[src/rtl/cond_pkg.sv]
// Shared condition-code encodings, IT sequencer state and NZCV bit positions
// for the Execute-stage conditional logic and the branch unit.
package cond_pkg;

   localparam logic [3:0] COND_EQ = 4'b0000;
   localparam logic [3:0] COND_NE = 4'b0001;
   localparam logic [3:0] COND_CS = 4'b0010;
   localparam logic [3:0] COND_CC = 4'b0011;
   localparam logic [3:0] COND_MI = 4'b0100;
   localparam logic [3:0] COND_PL = 4'b0101;
   localparam logic [3:0] COND_VS = 4'b0110;
   localparam logic [3:0] COND_VC = 4'b0111;
   localparam logic [3:0] COND_HI = 4'b1000;
   localparam logic [3:0] COND_LS = 4'b1001;
   localparam logic [3:0] COND_GE = 4'b1010;
   localparam logic [3:0] COND_LT = 4'b1011;
   localparam logic [3:0] COND_GT = 4'b1100;
   localparam logic [3:0] COND_LE = 4'b1101;
   localparam logic [3:0] COND_AL = 4'b1110;
   localparam logic [3:0] COND_NV = 4'b1111;

   typedef enum logic [0:0] {
      IT_IDLE   = 1'b0,
      IT_ACTIVE = 1'b1
   } it_state_t;

   // Bit positions within the 4-bit NZCV nibble.
   localparam int FLAG_N = 3;
   localparam int FLAG_Z = 2;
   localparam int FLAG_C = 1;
   localparam int FLAG_V = 0;

endpackage

[src/rtl/cond_eval.sv]
// Combinational ARM condition evaluator: (cond, NZCV) -> pass, zero latency.
// No flow control; code 4'b1111 always fails so the output is never X.
module cond_eval
   import cond_pkg::*;
(
   input  logic [3:0] cond,
   input  logic [3:0] nzcv,
   output logic       pass
);

   logic n, z, c, v;

   assign n = nzcv[FLAG_N];
   assign z = nzcv[FLAG_Z];
   assign c = nzcv[FLAG_C];
   assign v = nzcv[FLAG_V];

   always_comb begin
      pass = 1'b0;
      case (cond)
         COND_EQ: pass = z;
         COND_NE: pass = ~z;
         COND_CS: pass = c;
         COND_CC: pass = ~c;
         COND_MI: pass = n;
         COND_PL: pass = ~n;
         COND_VS: pass = v;
         COND_VC: pass = ~v;
         COND_HI: pass = c & ~z;
         COND_LS: pass = ~c | z;
         COND_GE: pass = (n == v);
         COND_LT: pass = (n != v);
         COND_GT: pass = ~z & (n == v);
         COND_LE: pass = z | (n != v);
         COND_AL: pass = 1'b1;
         default: pass = 1'b0;
      endcase
   end

endmodule

[src/rtl/cond_unit_it.sv]
// Execute-stage conditional unit: NZCV register, grouped flag writes, IT sequencer.
// CondEx/FlagsNext are combinational; Flags and IT state update one edge later, held while en=0.
module cond_unit_it
   import cond_pkg::*;
#(
   parameter int FLAGS_W   = 4,
   parameter int FW_GROUPS = 2,
   parameter int IT_DEPTH  = 4,
   localparam int LW = $clog2(IT_DEPTH + 1),
   localparam int IW = (IT_DEPTH > 1) ? $clog2(IT_DEPTH) : 1
)
(
   input  logic                 clk,
   input  logic                 reset,
   input  logic                 en,
   input  logic                 flush,
   input  logic                 valid,
   input  logic [3:0]           Cond,
   input  logic [FW_GROUPS-1:0] FlagsWrite,
   input  logic [FLAGS_W-1:0]   ALUFlags,
   input  logic                 it_start,
   input  logic [3:0]           it_firstcond,
   input  logic [LW-1:0]        it_len,
   input  logic [IT_DEPTH-1:0]  it_then,
   output logic                 CondEx,
   output logic [FLAGS_W-1:0]   Flags,
   output logic [FLAGS_W-1:0]   FlagsNext,
   output logic                 it_active,
   output logic [LW-1:0]        it_left
);

   localparam int GW = FLAGS_W / FW_GROUPS;

   it_state_t           it_state;
   logic [IW-1:0]       slot_idx;
   logic [3:0]          firstcond_q;
   logic [IT_DEPTH-1:0] then_q;

   logic [3:0]          slot_cond;
   logic [3:0]          ec;
   logic                is_it_instr;
   logic                eval_pass;
   logic                live;
   logic [LW-1:0]       len_eff;

   assign it_active   = (it_state == IT_ACTIVE);
   assign is_it_instr = it_start & ~it_active;
   assign live        = valid & ~flush;

   // Slot 0 always takes the base condition; later slots flip bit 0 on "else".
   assign slot_cond = (slot_idx == '0 || then_q[slot_idx]) ? firstcond_q
                                                           : (firstcond_q ^ 4'b0001);
   assign ec = it_active ? slot_cond : Cond;

   cond_eval u_eval (
      .cond (ec),
      .nzcv (Flags[FLAGS_W-1 -: 4]),
      .pass (eval_pass)
   );

   assign CondEx = live & (is_it_instr | eval_pass);

   for (genvar g = 0; g < FW_GROUPS; g++) begin : g_fw
      assign FlagsNext[g*GW +: GW] = (FlagsWrite[g] & CondEx & ~is_it_instr)
                                     ? ALUFlags[g*GW +: GW] : Flags[g*GW +: GW];
   end

   // A zero length still covers one instruction; oversized lengths saturate.
   always_comb begin
      len_eff = it_len;
      if (it_len == '0)
         len_eff = LW'(1);
      else if (it_len > LW'(IT_DEPTH))
         len_eff = LW'(IT_DEPTH);
   end

   always_ff @(posedge clk) begin
      if (reset) begin
         Flags <= '0;
      end else if (en) begin
         Flags <= FlagsNext;
      end
   end

   always_ff @(posedge clk) begin
      if (reset) begin
         it_state    <= IT_IDLE;
         it_left     <= '0;
         slot_idx    <= '0;
         firstcond_q <= '0;
         then_q      <= '0;
      end else if (en) begin
         if (flush) begin
            it_state <= IT_IDLE;
            it_left  <= '0;
            slot_idx <= '0;
         end else if (valid) begin
            if (is_it_instr) begin
               it_state    <= IT_ACTIVE;
               it_left     <= len_eff;
               slot_idx    <= '0;
               firstcond_q <= it_firstcond;
               then_q      <= it_then;
            end else if (it_active) begin
               it_left  <= it_left - LW'(1);
               slot_idx <= slot_idx + IW'(1);
               if (it_left == LW'(1)) begin
                  it_state <= IT_IDLE;
                  slot_idx <= '0;
               end
            end
         end
      end
   end

endmodule

[config.mk]
export PLATFORM = sky130hd
export DESIGN_NAME = cond_unit_it
export DESIGN_NICKNAME = d
export VERILOG_FILES = /design/src/rtl/cond_pkg.sv /design/src/rtl/cond_eval.sv /design/src/rtl/cond_unit_it.sv
export SDC_FILE = /design/constraint.sdc
export NUM_CORES = 1
export LEC_CHECK = 0
export BUFFER_PORTS_ARGS = -buffer_cell sky130_fd_sc_hd__buf_4
export CELL_PAD_IN_SITES_DETAIL_PLACEMENT = 1
export CELL_PAD_IN_SITES_GLOBAL_PLACEMENT = 2
export CORE_MARGIN = 5
export CORE_UTILIZATION = 28
export DETAILED_ROUTE_END_ITERATION = 8
export GPL_ROUTABILITY_DRIVEN = 0
export MAX_ROUTING_LAYER = met4
export PLACE_DENSITY = 0.81
export SYNTH_ARGS = -nofsm -noshare
export SYNTH_HDL_FRONTEND = slang
export SYNTH_SLANG_ARGS = --single-unit
[constraint.sdc]
create_clock -name clk -period 3.4 [get_ports clk]
set_input_delay 0.68 -clock clk [delete_from_list [all_inputs] [get_ports clk]]
set_output_delay 0.68 -clock clk [all_outputs]
set_load 0.1 [all_outputs]
**After elaboration in Yosys (flattened, before gate mapping)**

Index checks and enable logic that the tools add are counted.

- Bits in registers: 18
- Output and inout port bits: 13
- Input bits: 27
- Logic and storage cells: 79

- $lt $le $gt $ge: 2
- Mux-type cells: 23
- Equal/unequal tests: 17
- $add $sub $neg: 2
- Reductions and logical operators: 9
- Bitwise logic cells: 20

Operators by type and width:

| operator | count |
|---|---|
| equality test 4 bit (second input constant) | 7 |
| two-way mux 3 bit | 6 |
| equality test 4 x 3 -> 1 bit (second input constant) | 4 |
| case mux 1 bit (15 select lines) | 1 |
| two-way mux 2 bit | 7 |
| bitwise AND 1 bit | 9 |
| equality test 4 x 2 -> 1 bit (second input constant) | 2 |
| NOT 1 bit | 8 |
| two-way mux 1 bit | 7 |
| equality test 4 x 1 -> 1 bit (second input constant) | 1 |
| logical NOT 4 bit | 1 |
| two-way mux 4 bit | 1 |
| AND reduction 4 bit | 1 |
| equality test 3 x 1 -> 1 bit (second input constant) | 1 |
| greater-than comparator 3 bit (second input constant) | 1 |
| logical NOT 3 bit | 1 |
| < comparator 2 x 3 -> 1 bit (second input constant) | 1 |
| bitwise OR 1 bit | 3 |
| AND reduction 3 bit | 1 |
| nonzero test 3 bit | 1 |
| subtractor 3 x 1 -> 3 bit (second input constant) | 1 |
| adder 2 x 1 -> 2 bit (second input constant) | 1 |
| binary-select mux 1 bit (select 2 bit) | 1 |
| logical NOT 2 bit | 1 |
| 5 further kinds | 5 |

**Logic depth before layout (Yosys ltp)**

- Depth after elaboration: 12
- Gate-level depth with buffers: 8
- Gate-level depth less buffers: 8

**Cells and area by module**

A second synthesis with hierarchy kept.

- Cell total of the unflattened synthesis: 138
- Area total of the unflattened synthesis: 1208.7 um^2

By module, submodules not included:

| module | cells an instance | times used | area an instance (um^2) | seq. area each (um^2) |
|---|---|---|---|---|
| cond_unit_it | 110 | 1 | 1014.7 | 360.3 |
| cond_eval | 28 | 1 | 193.9 | 0.0 |

**Least setup slack after synthesis**

No wires, ideal clock.

- Path kind: register to output
- From: reg it_state (netlist: it_active)
- To: out FlagsNext[0]
- Slack: -0.469 ns
- Buffers on the path: 1
- Cell stages (with the launch flop): 8
- Data required time: 2.720 ns
- Arrival time: 3.189 ns
- Cells stage by stage: dfxtp_1 > buf_6 > mux2i_1 > mux2i_1 > o32ai_1 > o31a_4 > nor3_2 > mux2_1

- Longest elaborated chain between the ends: 8
- Elaborated cells between the ends (all ways): 25
- Those cells by class: eq/ne: 14; mux: 3; bitwise: 7; reduce/logical: 1

RTL lines:

| element | line | source |
|---|---|---|
| from (decl) | cond_unit_it.sv:34 | `it_state_t it_state;` |
| from (signal assigned) | cond_unit_it.sv:87 | `it_state <= IT_IDLE;` |
| from (signal assigned) | cond_unit_it.sv:94 | `it_state <= IT_IDLE;` |
| from (signal assigned) | cond_unit_it.sv:99 | `it_state <= IT_ACTIVE;` |
| two-way mux 4 bit | cond_unit_it.sv:53 | `assign ec = it_active ? slot_cond : Cond;` |
| equality test 4 bit (tied with other cells) | cond_eval.sv:20 | `case (cond)` |
| case mux 1 bit (15 select lines) | cond_eval.sv:20 |  |
| bitwise OR 1 bit | cond_unit_it.sv:61 | `assign CondEx = live & (is_it_instr \| eval_pass);` |
| bitwise AND 1 bit | cond_unit_it.sv:61 |  |
| bitwise AND 1 bit | cond_unit_it.sv:64 | `assign FlagsNext[g*GW +: GW] = (FlagsWrite[g] & CondEx & ~is_it_instr)` |
| bitwise AND 1 bit * | cond_unit_it.sv:64 |  |
| two-way mux 2 bit * | cond_unit_it.sv:65 | `? ALUFlags[g*GW +: GW] : Flags[g*GW +: GW];` |
| to (decl) | cond_unit_it.sv:27 | `output logic [FLAGS_W-1:0] FlagsNext,` |

Mark *: on every way between the ends. The rest lies on a longest branch, timed or not.

**Worst setup path in the final report**

- From: in Cond[2]
- To: out FlagsNext[0]

- Longest elaborated chain between the ends: 8
- Elaborated cells between the ends (all ways): 22
- Those cells by class: eq/ne: 14; mux: 3; bitwise: 4; reduce/logical: 1

RTL lines:

| element | line | source |
|---|---|---|
| from (decl) | cond_unit_it.sv:18 | `input logic [3:0] Cond,` |
| two-way mux 4 bit * | cond_unit_it.sv:53 |  |
| equality test 4 bit (tied with other cells) | cond_eval.sv:20 |  |
| case mux 1 bit (15 select lines) * | cond_eval.sv:20 |  |
| bitwise OR 1 bit * | cond_unit_it.sv:61 |  |
| bitwise AND 1 bit * | cond_unit_it.sv:61 |  |
| bitwise AND 1 bit * (2 in a row) | cond_unit_it.sv:64 |  |
| two-way mux 2 bit * | cond_unit_it.sv:65 |  |

Marks and branches as above.

==> flow_metrics.env <==
export IMPL_ir_drop_mv=0.136
export IMPL_dieHeight_um=76.2
export IMPL_grt_pass1_wl_um=5910
export IMPL_first_global_vias=1303
export IMPL_synth_async_reset_ratio_pct=0
export IMPL_worstPathRequired_ns=2.72
export IMPL_synth_cell_types=35
export IMPL_synth_area_leaders="dfxtp_1, mux2i_1, nor2_1, nor2b_1, a21oi_1"
export IMPL_drt_first_pass_iters=4
export IMPL_num_vias=1182
export IMPL_synth_edf_count=0
export IMPL_routed_via_density=5.01
export IMPL_critPathKind="input pin to output port"
export IMPL_syn_area_per_cell_um2=8.34
export IMPL_fp_row_count=24
export IMPL_outcome="finished, final reports clean"
export IMPL_cts_made_buffers=3
export IMPL_synth_seq_cells=18
export IMPL_yosysTopAreaCell="dfxtp_1"
export IMPL_core_area_um2=4290
export IMPL_crit_path_top_delay_cell="o31a_4"
export IMPL_h_tree_depth=1
export IMPL_cts_root_buf="clkbuf_8"
export IMPL_syn_nets=177
export IMPL_synth_cells=147
export IMPL_critPathTopFamily="multiplexers"
export IMPL_die_width_um=76.2
export IMPL_clk_latency_ns=0.25
export IMPL_fin_crit_sh_pct=98.0
export IMPL_nNetsFinal=216
export IMPL_start_util_pct=28.6
export IMPL_worstHoldPathType="flop to flop"
export IMPL_seq_area_frac_synth_pct=29.4
export IMPL_grt_max_degree=23
export IMPL_fill_cells=525
export IMPL_port_buffers=39
export IMPL_cts_tree="built"
export IMPL_cts_path_max_buffers=2
export IMPL_hpwl_um=2740
export IMPL_post_dp_cell_area_um2=1570
export IMPL_n_antenna_cell=0
export IMPL_arrival_ns=2.65
export IMPL_fmax_mhz=300
export IMPL_max_stage_delay_ns=0.44
export IMPL_synthFlopType="dfxtp_1"
export IMPL_power_density_nw_per_um2=308
export IMPL_netlist_top_cells_count="nor2_1, dfxtp_1, mux2i_1"
export IMPL_finalInstanceArea_um2=1620
export IMPL_fin_util_pct=37.8
export IMPL_period_minus_slack_ns=3.33
export IMPL_path_max_fanout=5
export IMPL_antenna_left=0
export IMPL_hold_slack_ns=0.500
export IMPL_rsz0062_at_grt="no"
export IMPL_grt_total_usage_pct=12.3
export IMPL_wire_per_inst_um=14.6
export IMPL_ios=40
export IMPL_setup_violations_final=0
export IMPL_drc=0
export IMPL_antenna_found_initial=0
export IMPL_leakage_uw=0.000650
export IMPL_synth_top_area_share_pct=29.4
export IMPL_drt_wl_total_um=3440
export IMPL_die_area_um2=5800
export IMPL_slew_headroom_pct=58.2
export IMPL_drive_gt1_share_pct=31.5
export IMPL_tns_ns=0
export IMPL_start_kind="input pin"
export IMPL_slew_viol_final=0
export IMPL_cp_end_kind="output port"
export IMPL_synth_most_common_cell="nor2_1"
export IMPL_drt_iter0_markers=49
export IMPL_hold_viol=0
export IMPL_cts_sinks=18
export IMPL_skew_ns=0.000739
export IMPL_critPathMostFrequentCell="buf_4"
export IMPL_crit_chain="buf_4 -> mux2i_2 -> mux2i_1 -> o32ai_1 -> o31a_4 -> nor3_4 -> mux2_2 -> buf_4"
export IMPL_cp_num_buf_inv=2
export IMPL_worst_pin_slew_ns=0.626
export IMPL_maxCapViolCount=0
export IMPL_syn_area_um2=1230
export IMPL_overflow=0
export IMPL_syn_to_final_growth_pct=32.4
export IMPL_clk_pin_slew_ns=0.07
export IMPL_yosysWarnings=0
==> layout by cell type, fill, tap and decap left out, types with 2 or more instances in the layout <==
master,n
nor3_1,3
nand2b_1,8
a32oi_1,5
mux2i_1,15
nand2_1,7
dfxtp_1,16
inv_1,9
o21ai_0,2
nor2b_1,9
nand3_1,4
nor3_2,2
nor2_1,19
ha_1,3
clkbuf_8,3
nor3_4,2
mux2_2,4
buf_4,41
a21oi_1,11
dfxtp_2,2
==> metal layers <==
layer / GRT usage (%) / wire (um) / part of all wire [%] / up-vias
met5: - / 0 / 0 / -
met4: 2.97 / 13 / 0.38 / 0
met3: 4.26 / 197 / 5.7 / 2
met2: 21.0 / 1720 / 50 / 27
met1: 13.7 / 1510 / 44 / 562
li1: - / - / - / 591
==> layout make-up <==
type / instances / area (um^2) / share of cell area, %
flip-flops and latches: 18 / 363 / 22.3
inverters: 9 / 33.8 / 2.08
repair buffers: 41 / 308 / 19.0
multi-input cells: 113 / 813 / 50.1
clock buffers: 3 / 41.3 / 2.54
well taps: 52 / 65.1 / 4.01
==> sequential cells by signal (all words and copies together) (netlist names) <==
| register | count |
|---|---|
| Flags | 4 |
| it_active | 1 |
| slot_idx | 2 |
| it_left | 3 |
| then_q | 4 |
| firstcond_q | 4 |
==> where the power goes <==
part | switching [uW] | internal (uW) | total, uW
Combinational | 77.9 | 51.9 | 130
Sequential | 5.51 | 216 | 221
Clock | 71.3 | 78.7 | 150
Total | 155 | 346 | 501
==> tightest hold or removal path, delay by kind of cell (launching register included) <==
kind	cells	cell delay, ns
flops	1	0.33
mux	1	0.06
simple gates	1	0.07
==> per-stage QoR <==
stage / std cells / total power, uW / worst slack, ns
3_5_place_dp: 233 / 354 / 0.0223
5_1_grt: 236 / 527 / 0.00261
6_report: 236 / 501 / 0.0685
2_1_floorplan: 147 / 308 / 0.0274
3_3_place_gp: 233 / 350 / 0.126
4_1_cts: 236 / 508 / 0.0379
==> worst paths after layout <==
| path | startpoint | endpoint | slack, ns | cells after the start |
|---|---|---|---|---|
| worst max-delay path | Cond[2] | FlagsNext[0] | 0.07 | 8 |
| worst min-delay path | then_q[0] | then_q[0] | 0.50 | 2 |
| worst max register to register | it_active | Flags[3] | 1.25 | 6 |
| worst min register to register | then_q[0] | then_q[0] | 0.50 | 2 |
==> logic make-up (layout without fill, tap and decap cells) <==
logic type	Yosys count	count (layout)	share of synthesized area, %
buffers and inverters	16	53	5.71
multiplexers	20	20	16.7
AND/OR/NAND/NOR	61	61	28.7
adder cells (fa/ha/maj)	3	3	3.06
XOR/XNOR	1	1	0.714
flip-flops	18	18	29.4
AO/OA/AOI/OAI	28	28	15.7
==> repair_timing <==
action | 4_1_cts | 5_1_grt
pin swaps | 0 | 1
setup buffers | 0 | 0
hold buffers | 0 | 0
endpoints found under the setup margin | 1 | 4
resized for setup | 1 | 2
Note: power is estimated with default switching activity, not from simulation.
